**src/rtl/mem_port_arbiter.sv**
```systemverilog
// Purpose: round-robin share of one memory port between the core sequencer (C) and debug/loader (D).
// Latency: grant 1 cycle after req; done 1 cycle after mem_data_ready (or after TIMEOUT stalled BUSY cycles).
// Backpressure: one transaction in flight; req is sampled only in IDLE, the memory side stalls via mem_data_ready.
// Ports: clk/rst_n (sync, active-low); c_*/d_* requester buses with done/err pulses and held rdata;
//        mem_* latched command to memory plus mem_data_ready/mem_rdata back; owner = 00 idle, 01 C, 10 D.
module mem_port_arbiter #(
   parameter int unsigned TIMEOUT = 15
) (
   input  logic        clk,
   input  logic        rst_n,
   input  logic        c_req,
   input  logic [31:0] c_addr,
   input  logic [31:0] c_wdata,
   input  logic        c_write,
   input  logic [3:0]  c_size,
   output logic        c_done,
   output logic        c_err,
   output logic [31:0] c_rdata,
   input  logic        d_req,
   input  logic [31:0] d_addr,
   input  logic [31:0] d_wdata,
   input  logic        d_write,
   input  logic [3:0]  d_size,
   output logic        d_done,
   output logic        d_err,
   output logic [31:0] d_rdata,
   output logic [31:0] mem_addr,
   output logic [31:0] mem_wdata,
   output logic        mem_read,
   output logic        mem_write,
   output logic [3:0]  mem_size,
   output logic        mem_addr_ready,
   input  logic        mem_data_ready,
   input  logic [31:0] mem_rdata,
   output logic [1:0]  owner
);

   typedef enum logic [1:0] {IDLE = 2'd0, BUSY_C = 2'd1, BUSY_D = 2'd2} state_t;

   localparam logic [7:0] TMO_LAST = 8'(TIMEOUT - 1);

   state_t      state_q, state_d;
   logic        last_d_q, last_d_d;     // 1: D had the most recent grant, so C wins a tie
   logic [7:0]  timer_q, timer_d;
   logic [31:0] addr_q, addr_d;
   logic [31:0] wdata_q, wdata_d;
   logic        write_q, write_d;
   logic [3:0]  size_q, size_d;
   logic        c_done_q, c_done_d, c_err_q, c_err_d;
   logic        d_done_q, d_done_d, d_err_q, d_err_d;
   logic [31:0] c_rdata_q, c_rdata_d, d_rdata_q, d_rdata_d;
   logic        busy, finish, timed_out;
   logic [31:0] result;

   always_comb begin
      state_d   = state_q;
      last_d_d  = last_d_q;
      timer_d   = timer_q;
      addr_d    = addr_q;
      wdata_d   = wdata_q;
      write_d   = write_q;
      size_d    = size_q;
      c_done_d  = 1'b0;
      c_err_d   = 1'b0;
      d_done_d  = 1'b0;
      d_err_d   = 1'b0;
      c_rdata_d = c_rdata_q;
      d_rdata_d = d_rdata_q;
      // mem_data_ready on the timeout edge wins: the access completed normally.
      finish    = mem_data_ready || (timer_q == TMO_LAST);
      timed_out = !mem_data_ready;
      result    = timed_out ? 32'h0 : mem_rdata;

      unique case (state_q)
         IDLE: begin
            if (c_req && (!d_req || last_d_q)) begin
               state_d  = BUSY_C;
               last_d_d = 1'b0;
               timer_d  = 8'd0;
               addr_d   = c_addr;
               wdata_d  = c_wdata;
               write_d  = c_write;
               size_d   = c_size;
            end else if (d_req) begin
               state_d  = BUSY_D;
               last_d_d = 1'b1;
               timer_d  = 8'd0;
               addr_d   = d_addr;
               wdata_d  = d_wdata;
               write_d  = d_write;
               size_d   = d_size;
            end
         end
         BUSY_C, BUSY_D: begin
            if (finish) begin
               state_d = IDLE;
               timer_d = 8'd0;
               addr_d  = 32'h0;
               wdata_d = 32'h0;
               write_d = 1'b0;
               size_d  = 4'h0;
               if (state_q == BUSY_C) begin
                  c_done_d = 1'b1;
                  c_err_d  = timed_out;
                  // Stores keep the previous load data unless the store timed out.
                  if (timed_out || !write_q) c_rdata_d = result;
               end else begin
                  d_done_d = 1'b1;
                  d_err_d  = timed_out;
                  if (timed_out || !write_q) d_rdata_d = result;
               end
            end else begin
               timer_d = timer_q + 8'd1;
            end
         end
         default: state_d = IDLE;
      endcase
   end

   always_ff @(posedge clk) begin
      if (!rst_n) begin
         state_q   <= IDLE;
         last_d_q  <= 1'b1;
         timer_q   <= 8'd0;
         addr_q    <= 32'h0;
         wdata_q   <= 32'h0;
         write_q   <= 1'b0;
         size_q    <= 4'h0;
         c_done_q  <= 1'b0;
         c_err_q   <= 1'b0;
         d_done_q  <= 1'b0;
         d_err_q   <= 1'b0;
         c_rdata_q <= 32'h0;
         d_rdata_q <= 32'h0;
      end else begin
         state_q   <= state_d;
         last_d_q  <= last_d_d;
         timer_q   <= timer_d;
         addr_q    <= addr_d;
         wdata_q   <= wdata_d;
         write_q   <= write_d;
         size_q    <= size_d;
         c_done_q  <= c_done_d;
         c_err_q   <= c_err_d;
         d_done_q  <= d_done_d;
         d_err_q   <= d_err_d;
         c_rdata_q <= c_rdata_d;
         d_rdata_q <= d_rdata_d;
      end
   end

   assign busy           = (state_q != IDLE);
   assign mem_addr_ready = busy;
   assign mem_read       = busy && !write_q;
   assign mem_write      = busy && write_q;
   assign mem_addr       = addr_q;
   assign mem_wdata      = wdata_q;
   assign mem_size       = size_q;
   assign owner          = {state_q == BUSY_D, state_q == BUSY_C};
   assign c_done         = c_done_q;
   assign c_err          = c_err_q;
   assign c_rdata        = c_rdata_q;
   assign d_done         = d_done_q;
   assign d_err          = d_err_q;
   assign d_rdata        = d_rdata_q;

endmodule

```
**config.mk**
```make
export PLATFORM = sky130hd
export DESIGN_NAME = mem_port_arbiter
export DESIGN_NICKNAME = d
export VERILOG_FILES = /design/src/rtl/mem_port_arbiter.sv
export SDC_FILE = /design/constraint.sdc
export NUM_CORES = 1
export LEC_CHECK = 0
export ABC_AREA = 1
export CAP_MARGIN = 20
export CORE_MARGIN = 2
export CORE_UTILIZATION = 40
export CTS_CLUSTER_DIAMETER = 40
export CTS_CLUSTER_SIZE = 28
export DETAILED_ROUTE_END_ITERATION = 12
export PLACE_DENSITY = 0.77
export SETUP_SLACK_MARGIN = 0.15
export SYNTH_ARGS = -nofsm -noshare
export SYNTH_HDL_FRONTEND = slang
export SYNTH_SLANG_ARGS = --single-unit
export TNS_END_PERCENT = 100
```
**constraint.sdc**
```tcl
create_clock -name clk -period 1.7 [get_ports clk]
set_input_delay 0.34 -clock clk [delete_from_list [all_inputs] [get_ports clk]]
set_output_delay 0.34 -clock clk [all_outputs]
set_load 0.1 [all_outputs]
```
==> flow_summary.json <==
{
  "status": "finished, violations left",
  "violations": "negative setup slack",
  "start_util": 0.406,
  "setup_violations": 146,
  "htreeDepth": 4,
  "grt_pass1_vias": 10018,
  "finClkSkew_ps": 10.7,
  "drc": 0,
  "die_w_um": 147,
  "post-place-ws_ps": -292,
  "worstSetupStartpoint": "state_q[0]",
  "path_max_fanout": 7,
  "die_y_um": 147,
  "yosys_warnings": 0,
  "fin_hold_ws_ps": 321,
  "cts.clk_slew.worst_paths_ps": 70,
  "viasPerCell": 5.67,
  "grt_usage": 0.309,
  "synth_fp_nets": 1521,
  "coreArea_um2": 20200,
  "rsz0062_at_grt": "yes",
  "hpwl_um": 20000,
  "drt_pass1_iterations": 6,
  "critPathKind": "flip-flop to flip-flop",
  "drive_above_1_share": 0.314,
  "min_path_type": "primary input to flip-flop",
  "path_cells": "inv_2, ha_4, buf_6, nor2_2, inv_2, buf_12, buf_12, nand2_8, inv_2, nand2_1, nand2_1, nand2_1, nor2_1",
  "cp_slowest_stage_delay_ps": 340,
  "syn-cell-area_um2": 8200,
  "cp-end-kind": "flip-flop",
  "post-route-period-util": 1.11,
  "finalSetupTns_ps": -12170,
  "syn_inst": 1341,
  "ys_ff_latch": 148,
  "clk_latency_ps": 450,
  "postSynthAreaPerCell_um2": 6.11,
  "design_area_um2": 16200,
  "totalWireLength_um": 42200,
  "cts_buffers": 17,
  "worst_slew_pin_slew_ps": 615,
  "yosys.area_share.simple": 0.381,
  "via_count": 11173,
  "overflow": 0,
  "grt_pass1_wl_um": 53500,
  "gp_congestion": 0.887,
  "cellPowerDensity_nw_per_um2": 1500,
  "fmax_mhz": 532,
  "nNetsFinal": 1868,
  "pin_count": 316,
  "drv_cap": 0,
  "required_ps": 2070,
  "synth_adder_area_share": 0.00763,
  "synth_async_sr_flop_share": 0,
  "fin_ws_ps": -180,
  "grt_max_degree": 60,
  "cts_root_buffer": "clkbuf_16",
  "clock_tree.buffer_depth": 2,
  "synth_top_area_share": 0.362,
  "antenna_left": 0,
  "synth-edff-count": 0,
  "dieArea_um2": 21600,
  "antenna_found_initial": 1,
  "synth_top_area_cell": "dfxtp_1",
  "wl_per_cell_um": 21.4,
  "rows": 52,
  "r2r-start": "state_q[0]",
  "holdCritStartpoint": "rst_n",
  "synth_common_cells": "347 x nand2_1, 299 x inv_1, 148 x dfxtp_1",
  "slew_violations": 0,
  "post-route-util": 0.806,
  "start_kind": "flip-flop",
  "synth_mux_area_frac": 0,
  "tritoncts": "yes",
  "synth_compound_gate_area_share": 0.0536,
  "final.min_clock_period_ps": 1880,
  "synth.most_common_cell": "nand2_1",
  "area_growth_pct": 98.2,
  "hold_viol": 0,
  "fillers": 1078,
  "synth_top_family_by_area": "simple AND/OR/NAND/NOR gates",
  "placed_area_um2": 13300,
  "synth_flop_cell": "dfxtp_1",
  "p_leak_uw": 0.00767,
  "ys_seq_area_frac": 0.362,
  "arrival_ps": 2250,
  "yosys-top-cells-area": "dfxtp_1 36%, nand2_1 16%, inv_1 14%",
  "netlist-cell-type-count": 23,
  "slowest_stage": "dfxtp_2",
  "cts.sinks": 148,
  "portBuffers": 315,
  "ir_worst_vdd_mv": 0.963,
  "drt_iter0_drc": 1145,
  "synth_xor_area_frac": 0.00107,
  "cts_hold_buf": 0,
  "slew_headroom": 0.587
}
[state kept, by name (all words and copies together), names as in the netlist]
signal     flops
last_d_q       1
timer_q        8
c_err          1
write_q        1
d_rdata       32
c_done         1
d_done         1
mem_size       4
state_q        2
mem_addr      32
c_rdata       32
mem_wdata     32
d_err          1
[final timing paths]
kind	slack [ps]	depth (start not counted)	end
worst max-delay path	-180	13	timer_q[3]
worst min-delay path	320	3	timer_q[6]
worst max register to register	-180	13	timer_q[3]
worst min register to register	500	2	c_rdata[26]
[critical path: cells and delay by family, from the launching register on]
family	cells	cell delay (ps)
adder cells (fa/ha/maj)	1	230
buffers and inverters	6	740
flip-flops	1	340
AND/OR/NAND/NOR	6	480
[cells by family (layout without fill, tap and decap cells)]
family	count (synthesis)	count (layout)
xor gates and xnor gates	1	1
AOI/OAI and AO/OA	87	87
other	0	1
buffers and inverters	404	764
and+or+nand+nor	696	696
adders and majority gates	5	5
DFF	148	148
[metal layers]
layer	vias to the layer above	routed length (um)	global-route usage	part of all wire
li1	4848	-	-	-
met5	-	0	0	0
met3	260	4430	0.0680	0.10
met2	855	19800	0.524	0.47
met1	5210	14600	0.361	0.35
met4	0	3320	0.175	0.079
[area by class of cell]
type / instances / area, um^2 / share of cell area
Timing Repair Buffer: 428 / 6430 / 0.396
Sequential cell: 148 / 2970 / 0.183
Antenna cell: 1 / 2.50 / 0.000154
Clock buffer: 17 / 425 / 0.0262
Tap cell: 270 / 338 / 0.0208
Clock inverter: 15 / 190 / 0.0117
Inverter: 304 / 1150 / 0.0709
Multi-Input combinational cell: 789 / 4740 / 0.292
[through the flow]
stage          power (uW)  cells
6_report            24300   1972
5_1_grt             25000   1972
4_1_cts             21900   1939
3_5_place_dp        16400   1867
3_3_place_gp        16200   1867
2_1_floorplan       11900   1341
[placed cells by master, fill, tap and decap left out, drive strengths merged]
cell type	instances
a21oi	82
buf	241
bufbuf	1
bufinv	1
clkbuf	31
clkdlybuf4s50	172
clkinv	5
clkinvlp	3
dfxtp	148
diode	1
ha	5
inv	310
nand2	348
nand3	129
nand4	124
nor2	92
nor3	3
o21ai	5
xor2	1
[what timing repair did]
| item | 4_1_cts | 5_1_grt |
|---|---|---|
| setup endpoints to repair | 148 | 152 |
| hold endpoints to repair | 0 | 0 |
| gates resized for setup | 144 | 201 |
| pin swaps | 36 | 120 |
| setup buffers | 25 | 17 |
| gates cloned | 15 | 15 |
[power by group]
group	total, uW	switching [uW]	internal (uW)
Clock	3970	1850	2120
Combinational	15600	9450	6130
Sequential	4790	707	4090
Total	24300	12000	12300
Power figures use the tool's default switching activity.
